**config.mk**
```make
export PLATFORM = sky130hd
export DESIGN_NAME = mem_bus_arbiter_flat
export DESIGN_NICKNAME = d
export VERILOG_FILES = /design/src/rtl/mem_bus_arbiter_pkg.sv /design/src/rtl/mem_bus_arbiter_if.sv /design/src/rtl/mem_bus_arbiter_watchdog.sv /design/src/rtl/mem_bus_arbiter.sv /design/src/flat_wrapper.sv
export SDC_FILE = /design/constraint.sdc
export NUM_CORES = 1
export LEC_CHECK = 0
export BUFFER_PORTS_ARGS = -buffer_cell sky130_fd_sc_hd__buf_2
export CAP_MARGIN = 20
export CELL_PAD_IN_SITES_DETAIL_PLACEMENT = 0
export CELL_PAD_IN_SITES_GLOBAL_PLACEMENT = 1
export CORE_ASPECT_RATIO = 0.9
export CORE_UTILIZATION = 31
export DETAILED_ROUTE_END_ITERATION = 10
export GPL_TIMING_DRIVEN = 1
export HOLD_SLACK_MARGIN = 0.08
export PLACE_DENSITY = 0.89
export SYNTH_ARGS = -nofsm -noshare
export SYNTH_HDL_FRONTEND = slang
export SYNTH_SLANG_ARGS = --single-unit
export TNS_END_PERCENT = 10
```
**constraint.sdc**
```tcl
create_clock -name clk -period 4.7 [get_ports clk]
set_clock_uncertainty 0.2 [all_clocks]
set_input_delay 0.705 -clock clk [delete_from_list [all_inputs] [get_ports clk]]
set_output_delay 0.705 -clock clk [all_outputs]
set_load 0.005 [all_outputs]
```
**src/rtl/mem_bus_arbiter_pkg.sv**
```systemverilog
// Shared definitions for the IF/MEM unified-bus arbiter: state encodings
// and small helpers used by the FSM.
package mem_bus_arbiter_pkg;

  localparam logic [2:0] ARB_IDLE   = 3'd0;
  localparam logic [2:0] ARB_D_BUSY = 3'd1;
  localparam logic [2:0] ARB_D_DONE = 3'd2;
  localparam logic [2:0] ARB_I_BUSY = 3'd3;
  localparam logic [2:0] ARB_I_DONE = 3'd4;

  typedef enum logic [2:0] {
    S_IDLE   = ARB_IDLE,
    S_D_BUSY = ARB_D_BUSY,
    S_D_DONE = ARB_D_DONE,
    S_I_BUSY = ARB_I_BUSY,
    S_I_DONE = ARB_I_DONE
  } arb_state_t;

  function automatic logic is_busy(arb_state_t s);
    return (s == S_D_BUSY) || (s == S_I_BUSY);
  endfunction

endpackage

```
**src/rtl/mem_bus_arbiter_if.sv**
```systemverilog
// Core-side request/stall signals and bus-side handshake for the arbiter.
// master = arbiter view, slave = core plus bus environment view.
interface mem_bus_arbiter_if #(
  parameter int ADDR_W = 32,
  parameter int DATA_W = 32
);
  logic              inst_ren;
  logic [ADDR_W-1:0] inst_addr;
  logic [DATA_W-1:0] inst_data;
  logic              if_stall;

  logic              mem_ren;
  logic              mem_wen;
  logic [ADDR_W-1:0] mem_addr;
  logic [DATA_W-1:0] mem_dout;
  logic [DATA_W-1:0] mem_din;
  logic              mem_stall;

  logic              bus_req;
  logic              bus_we;
  logic [ADDR_W-1:0] bus_addr;
  logic [DATA_W-1:0] bus_wdata;
  logic              bus_ack;
  logic [DATA_W-1:0] bus_rdata;
  logic              bus_err;

  modport master (
    input  inst_ren, inst_addr, mem_ren, mem_wen, mem_addr, mem_dout,
           bus_ack, bus_rdata,
    output inst_data, if_stall, mem_din, mem_stall,
           bus_req, bus_we, bus_addr, bus_wdata, bus_err
  );

  modport slave (
    output inst_ren, inst_addr, mem_ren, mem_wen, mem_addr, mem_dout,
           bus_ack, bus_rdata,
    input  inst_data, if_stall, mem_din, mem_stall,
           bus_req, bus_we, bus_addr, bus_wdata, bus_err
  );
endinterface

```
**src/rtl/mem_bus_arbiter_watchdog.sv**
```systemverilog
// Busy-cycle watchdog: down-counter reloaded while idle, flags expiry when
// the TIMEOUT-th busy cycle is reached.
module bus_watchdog #(
  parameter int TIMEOUT = 255
) (
  input  logic clk,
  input  logic rst,
  input  logic clr,
  input  logic run,
  output logic expired
);

  localparam int CNT_W = $clog2(TIMEOUT + 1);
  localparam logic [CNT_W-1:0] LOAD = CNT_W'(TIMEOUT - 1);

  logic [CNT_W-1:0] cnt;

  // Counts down to zero and sits there; zero during a busy cycle is expiry.
  always_ff @(posedge clk or posedge rst) begin
    if (rst) begin
      cnt <= LOAD;
    end else if (clr) begin
      cnt <= LOAD;
    end else if (run && (cnt != '0)) begin
      cnt <= cnt - CNT_W'(1);
    end
  end

  assign expired = run && (cnt == '0);

endmodule

```
**src/rtl/mem_bus_arbiter.sv**
```systemverilog
// Arbitrates the single-ported memory bus between instruction fetch and the
// data port, data first, with registered bus/data outputs and a watchdog.
//   state  | meaning
//   IDLE   | no access in flight
//   D_BUSY | data access on the bus, waiting for ack
//   D_DONE | data access finished, mem_stall released this cycle
//   I_BUSY | fetch on the bus, waiting for ack
//   I_DONE | fetch finished, if_stall released this cycle
module mem_bus_arbiter
  import mem_bus_arbiter_pkg::*;
#(
  parameter int ADDR_W  = 32,
  parameter int DATA_W  = 32,
  parameter int TIMEOUT = 255
) (
  input  logic                clk,
  input  logic                rst,
  mem_bus_arbiter_if.master   bif
);

  arb_state_t        state;
  logic              bus_req_q;
  logic              bus_we_q;
  logic [ADDR_W-1:0] bus_addr_q;
  logic [DATA_W-1:0] bus_wdata_q;
  logic [DATA_W-1:0] inst_data_q;
  logic [DATA_W-1:0] mem_din_q;
  logic              bus_err_q;

  logic dreq;
  logic ireq;
  logic launch_d;
  logic launch_i;
  logic busy;
  logic expired;

  assign dreq = bif.mem_ren | bif.mem_wen;
  assign ireq = bif.inst_ren;
  assign busy = is_busy(state);

  bus_watchdog #(.TIMEOUT(TIMEOUT)) u_watchdog (
    .clk     (clk),
    .rst     (rst),
    .clr     (!busy),
    .run     (busy),
    .expired (expired)
  );

  // After a data access the fetch goes next, and vice versa, so neither
  // port can starve the other under continuous traffic.
  always_comb begin
    launch_d = 1'b0;
    launch_i = 1'b0;
    case (state)
      S_IDLE, S_I_DONE: begin
        launch_d = dreq;
        launch_i = !dreq && ireq;
      end
      S_D_DONE: begin
        launch_i = ireq;
        launch_d = !ireq && dreq;
      end
      default: begin
        launch_d = 1'b0;
        launch_i = 1'b0;
      end
    endcase
  end

  always_ff @(posedge clk or posedge rst) begin
    if (rst) begin
      state       <= S_IDLE;
      bus_req_q   <= 1'b0;
      bus_we_q    <= 1'b0;
      bus_addr_q  <= '0;
      bus_wdata_q <= '0;
      inst_data_q <= '0;
      mem_din_q   <= '0;
      bus_err_q   <= 1'b0;
    end else begin
      case (state)
        S_D_BUSY: begin
          if (bif.bus_ack || expired) begin
            bus_req_q <= 1'b0;
            state     <= S_D_DONE;
            if (!bus_we_q) mem_din_q <= bif.bus_ack ? bif.bus_rdata : '0;
            if (!bif.bus_ack) bus_err_q <= 1'b1;
          end
        end
        S_I_BUSY: begin
          if (bif.bus_ack || expired) begin
            bus_req_q   <= 1'b0;
            state       <= S_I_DONE;
            inst_data_q <= bif.bus_ack ? bif.bus_rdata : '0;
            if (!bif.bus_ack) bus_err_q <= 1'b1;
          end
        end
        default: begin
          if (launch_d) begin
            state       <= S_D_BUSY;
            bus_req_q   <= 1'b1;
            bus_we_q    <= bif.mem_wen;
            bus_addr_q  <= bif.mem_addr;
            bus_wdata_q <= bif.mem_dout;
          end else if (launch_i) begin
            state      <= S_I_BUSY;
            bus_req_q  <= 1'b1;
            bus_we_q   <= 1'b0;
            bus_addr_q <= bif.inst_addr;
          end else begin
            state <= S_IDLE;
          end
        end
      endcase
    end
  end

  assign bif.if_stall  = ireq & (state != S_I_DONE);
  assign bif.mem_stall = dreq & (state != S_D_DONE);
  assign bif.bus_req   = bus_req_q;
  assign bif.bus_we    = bus_we_q;
  assign bif.bus_addr  = bus_addr_q;
  assign bif.bus_wdata = bus_wdata_q;
  assign bif.inst_data = inst_data_q;
  assign bif.mem_din   = mem_din_q;
  assign bif.bus_err   = bus_err_q;

endmodule
```
**src/flat_wrapper.sv**
```systemverilog
// flat-port wrapper written by rule: the top's interface ports become plain ports
module mem_bus_arbiter_flat import mem_bus_arbiter_pkg::*;
#(
  parameter int ADDR_W  = 32,
  parameter int DATA_W  = 32,
  parameter int TIMEOUT = 255
)
  (clk, rst, bif_inst_ren, bif_inst_addr, bif_mem_ren, bif_mem_wen, bif_mem_addr, bif_mem_dout, bif_bus_ack, bif_bus_rdata, bif_inst_data, bif_if_stall, bif_mem_din, bif_mem_stall, bif_bus_req, bif_bus_we, bif_bus_addr, bif_bus_wdata, bif_bus_err);
  mem_bus_arbiter_if #(.ADDR_W(ADDR_W), .DATA_W(DATA_W)) bif_i ();
  input  logic clk;
  input  logic rst;
  input wire logic [$bits(bif_i.inst_ren)-1:0] bif_inst_ren;
  input wire logic [$bits(bif_i.inst_addr)-1:0] bif_inst_addr;
  input wire logic [$bits(bif_i.mem_ren)-1:0] bif_mem_ren;
  input wire logic [$bits(bif_i.mem_wen)-1:0] bif_mem_wen;
  input wire logic [$bits(bif_i.mem_addr)-1:0] bif_mem_addr;
  input wire logic [$bits(bif_i.mem_dout)-1:0] bif_mem_dout;
  input wire logic [$bits(bif_i.bus_ack)-1:0] bif_bus_ack;
  input wire logic [$bits(bif_i.bus_rdata)-1:0] bif_bus_rdata;
  output wire logic [$bits(bif_i.inst_data)-1:0] bif_inst_data;
  output wire logic [$bits(bif_i.if_stall)-1:0] bif_if_stall;
  output wire logic [$bits(bif_i.mem_din)-1:0] bif_mem_din;
  output wire logic [$bits(bif_i.mem_stall)-1:0] bif_mem_stall;
  output wire logic [$bits(bif_i.bus_req)-1:0] bif_bus_req;
  output wire logic [$bits(bif_i.bus_we)-1:0] bif_bus_we;
  output wire logic [$bits(bif_i.bus_addr)-1:0] bif_bus_addr;
  output wire logic [$bits(bif_i.bus_wdata)-1:0] bif_bus_wdata;
  output wire logic [$bits(bif_i.bus_err)-1:0] bif_bus_err;
  assign bif_i.inst_ren = bif_inst_ren;
  assign bif_i.inst_addr = bif_inst_addr;
  assign bif_i.mem_ren = bif_mem_ren;
  assign bif_i.mem_wen = bif_mem_wen;
  assign bif_i.mem_addr = bif_mem_addr;
  assign bif_i.mem_dout = bif_mem_dout;
  assign bif_i.bus_ack = bif_bus_ack;
  assign bif_i.bus_rdata = bif_bus_rdata;
  assign bif_inst_data = bif_i.inst_data;
  assign bif_if_stall = bif_i.if_stall;
  assign bif_mem_din = bif_i.mem_din;
  assign bif_mem_stall = bif_i.mem_stall;
  assign bif_bus_req = bif_i.bus_req;
  assign bif_bus_we = bif_i.bus_we;
  assign bif_bus_addr = bif_i.bus_addr;
  assign bif_bus_wdata = bif_i.bus_wdata;
  assign bif_bus_err = bif_i.bus_err;
  mem_bus_arbiter #(.ADDR_W(ADDR_W), .DATA_W(DATA_W), .TIMEOUT(TIMEOUT)) u_core (.clk(clk), .rst(rst), .bif(bif_i));
endmodule
```
==> qor.json <==
{
  "placed_design": {
    "dp_worst_setup_slack_ps": 1760,
    "hpwlAfterDp_mm": 11.9,
    "port_buffers": 266,
    "place_congestion": 0.835
  },
  "routing": {
    "route.final.wire_length_mm": 17.3,
    "via_count": 5518,
    "drt_pass1_iterations": 5,
    "drt_iter0_drc": 277,
    "route.detailed.wl_per_inst_um": 15.0,
    "remaining_routing_drc_violations": 0,
    "routed_via_density": 4.79,
    "route.antenna.remaining_nets": 0
  },
  "worst_setup_path": {
    "timing.rr.end": "u_core.bif.mem_din[5]",
    "worst_setup_path_startpoint": "u_core.u_watchdog.cnt[0]",
    "setup.worst_path.end": "u_core.bif.mem_din[5]",
    "reg2regPathDepth": 7,
    "crit_required_ps": 4800,
    "end_kind": "register",
    "arrival_ps": 2510,
    "path_max_fanout": 30,
    "critical_path.reg2reg.startpoint": "u_core.u_watchdog.cnt[0]",
    "setup.worst_path.start_class": "register",
    "critical_path_class": "register to register",
    "setup.reg_to_reg.worst_slack_ps": 2290
  },
  "cts": {
    "worst_case_clock_buffer_depth": 2,
    "htree_levels": 4,
    "cts_resized": 0,
    "clk_transition_reported_paths_ps": 60,
    "clkLatencyLatePin_ps": 410,
    "cts.hold.buffers_added": 0,
    "numCtsBuffers": 17,
    "postCtsSetupRepairBufs": 0,
    "tritoncts": "done",
    "cts-root-buf": "sky130_fd_sc_hd__clkbuf_16",
    "clock-sinks": 142
  },
  "run": {
    "number_of_max_capacitance_violations_reported": 0
  },
  "floorplan": {
    "floorplan_die_height_um": 133,
    "die_area_sq_mm": 0.0197,
    "core-area_sq_mm": 0.0186,
    "top_level_i_o_count": 267,
    "start_util": 0.320,
    "rows": 47,
    "fp.dieW_um": 148
  },
  "grt": {
    "grt_util_all_layers": 0.179,
    "via_count_of_the_first_global_routing_pass": 5414,
    "grt_max_degree": 77,
    "grt_util_met3": 0.0582,
    "overflow_left_after_global_routing": 0,
    "grt_pass1_wl_mm": 27.9,
    "met1_usage": 0.235,
    "antenna_violations_before_repair": 1,
    "gr-max-usage-layer": "met2",
    "groute.layer.met2.usage": 0.276
  },
  "synthesis": {
    "syn-num-nets": 772,
    "synth_enable_flop_cells": 0,
    "synthesis.area_sq_mm": 0.00594,
    "predominant_post_synthesis_flop_cell": "sky130_fd_sc_hd__dfrtp_1",
    "postSynthRegisterBits": 142,
    "syn_avg_cell_area_sq_um": 9.34,
    "share_of_flip_flops_with_an_asynchronous_set_or_reset": 1.00,
    "postSynthCellCount": 636,
    "synth-seq-area-share": 0.599,
    "yosys_warnings": 0,
    "synth.lib_cells_used.distinct": 37
  },
  "final_layout": {
    "multi_input_area_sq_mm": 0.00220,
    "area_growth_pct": 37.5,
    "final_net_count": 1031,
    "final.fill_count": 1834,
    "area_taken_by_flip_flops_and_latches_sq_mm": 0.00356,
    "layout-drive-gt1-share": 0.361
  },
  "pwr": {
    "total_power_uw": 5480,
    "p_leak_uw": 0.00427,
    "worst_ir_drop_vdd_mv": 0.295,
    "pwr_density_cell_mw_per_mm2": 671
  },
  "sta": {
    "period_share": 0.513,
    "report.final.hold_viol_count": 0,
    "worst_slack_ps": 2290,
    "timing.setup.tns_ps": 0,
    "final-setup-viol-count": 0,
    "max_freq_mhz": 414,
    "timing_max_transition_violations_final": 0,
    "tightestPinTransition_ps": 692,
    "max-slew-margin-rel": 0.538,
    "grt_setup_unrepaired": "false",
    "period_minus_slack_ps": 2410
  },
  "status": {
    "outcome": "completed"
  },
  "min_path": {
    "holdCritPathClass": "register to register"
  }
}
power breakdown:
part	switching, uW	internal [uW]
Sequential	337	1770
Clock	543	802
Combinational	1130	895
final cells by class:
type                    count  share of cell area
diodes                      1            0.000306
clock buffers              20              0.0547
clock inverters            11              0.0162
inverters                   7             0.00368
multi-input cells         447               0.270
flip-flops and latches    142               0.436
well taps                 245              0.0375
repair buffers            280               0.182
per-stage QoR:
step	area (sq um)	util	hold slack (ps)	cells
final	8170	0.440	267	1153
after global routing	8170	0.440	262	1153
after CTS	8110	0.436	254	1149
after detailed placement	7530	0.405	254	1118
after global placement	7530	0.405	242	1118
after floorplan	5950	-	251	636
worst min path at each step:
stage | slack, ps | cells after the start | startpoint | endpoint
global route | 260 | 3 | bif_mem_dout[12] | u_core.bif.bus_wdata[12]
finish | 270 | 1 | u_core.bif.bus_err | u_core.bif.bus_err
CTS | 250 | 3 | bif_mem_dout[4] | u_core.bif.bus_wdata[4]
detailed placement | 250 | 1 | u_core.bif.bus_err | u_core.bif.bus_err
global placement | 240 | 1 | u_core.bif.bus_err | u_core.bif.bus_err
floorplan | 250 | 1 | u_core.bif.bus_err | u_core.bif.bus_err
sequential cells by signal (all words and copies together), names as in the netlist:
| signal | cells |
|---|---|
| u_core.u_watchdog.cnt | 8 |
| u_core.bif.bus_addr | 32 |
| u_core.state | 3 |
| u_core.bif.bus_we | 1 |
| u_core.bif.bus_err | 1 |
| u_core.bif.bus_req | 1 |
| u_core.bif.inst_data | 32 |
| u_core.bif.mem_din | 32 |
| u_core.bif.bus_wdata | 32 |
cell families after synthesis:
family | share of synthesized area
adders and majority gates | 0.00421
DFF | 0.599
muxes | 0.00526
and+or+nand+nor | 0.233
xor gates and xnor gates | 0.00147
buffers and inverters | 0.0343
AOI/OAI and AO/OA | 0.122
cell usage after synthesis (4+ instances only):
master                     count  area share
sky130_fd_sc_hd__clkbuf_1     28       0.018
sky130_fd_sc_hd__o21ai_0       4      0.0034
sky130_fd_sc_hd__nor2_1       41       0.026
sky130_fd_sc_hd__a21oi_1      69       0.058
sky130_fd_sc_hd__nand3_1      65       0.055
sky130_fd_sc_hd__nor3_1        4      0.0034
sky130_fd_sc_hd__nand2_1     199        0.13
sky130_fd_sc_hd__a22o_1       33       0.049
sky130_fd_sc_hd__buf_2         4      0.0034
sky130_fd_sc_hd__buf_1         5      0.0032
sky130_fd_sc_hd__inv_1         7      0.0044
sky130_fd_sc_hd__dfrtp_1     135        0.57
sky130_fd_sc_hd__dfstp_2       7       0.031
layer usage:
layer	part of all wire	up-vias
met5	0	-
met4	0.012	0
met3	0.092	16
met2	0.46	278
met1	0.44	2572
li1	-	2652
cells in the final DEF (no fill, tap or decap), types with 3 or more instances in the layout:
cell                        instances
sky130_fd_sc_hd__a22o_1            33
sky130_fd_sc_hd__dfstp_2            7
sky130_fd_sc_hd__inv_1              6
sky130_fd_sc_hd__nor2b_1            3
sky130_fd_sc_hd__dfrtp_1          135
sky130_fd_sc_hd__o21ai_0            4
sky130_fd_sc_hd__buf_2            266
sky130_fd_sc_hd__inv_6              3
sky130_fd_sc_hd__nor2_1            41
sky130_fd_sc_hd__nor3_1             3
sky130_fd_sc_hd__nand2_1          199
sky130_fd_sc_hd__buf_4             10
sky130_fd_sc_hd__clkbuf_16         17
sky130_fd_sc_hd__nand3_1           65
sky130_fd_sc_hd__a21oi_1           69
critical path, cell delays in order, from the launching register on:
cell                      delay, ps
sky130_fd_sc_hd__dfrtp_1        370
sky130_fd_sc_hd__inv_1          110
sky130_fd_sc_hd__ha_1           190
sky130_fd_sc_hd__nor3b_4        250
sky130_fd_sc_hd__a21oi_1        160
sky130_fd_sc_hd__or4_1          580
sky130_fd_sc_hd__buf_16         240
sky130_fd_sc_hd__a22o_1         190
No activity file was read; power rests on OpenSTA's default activity.
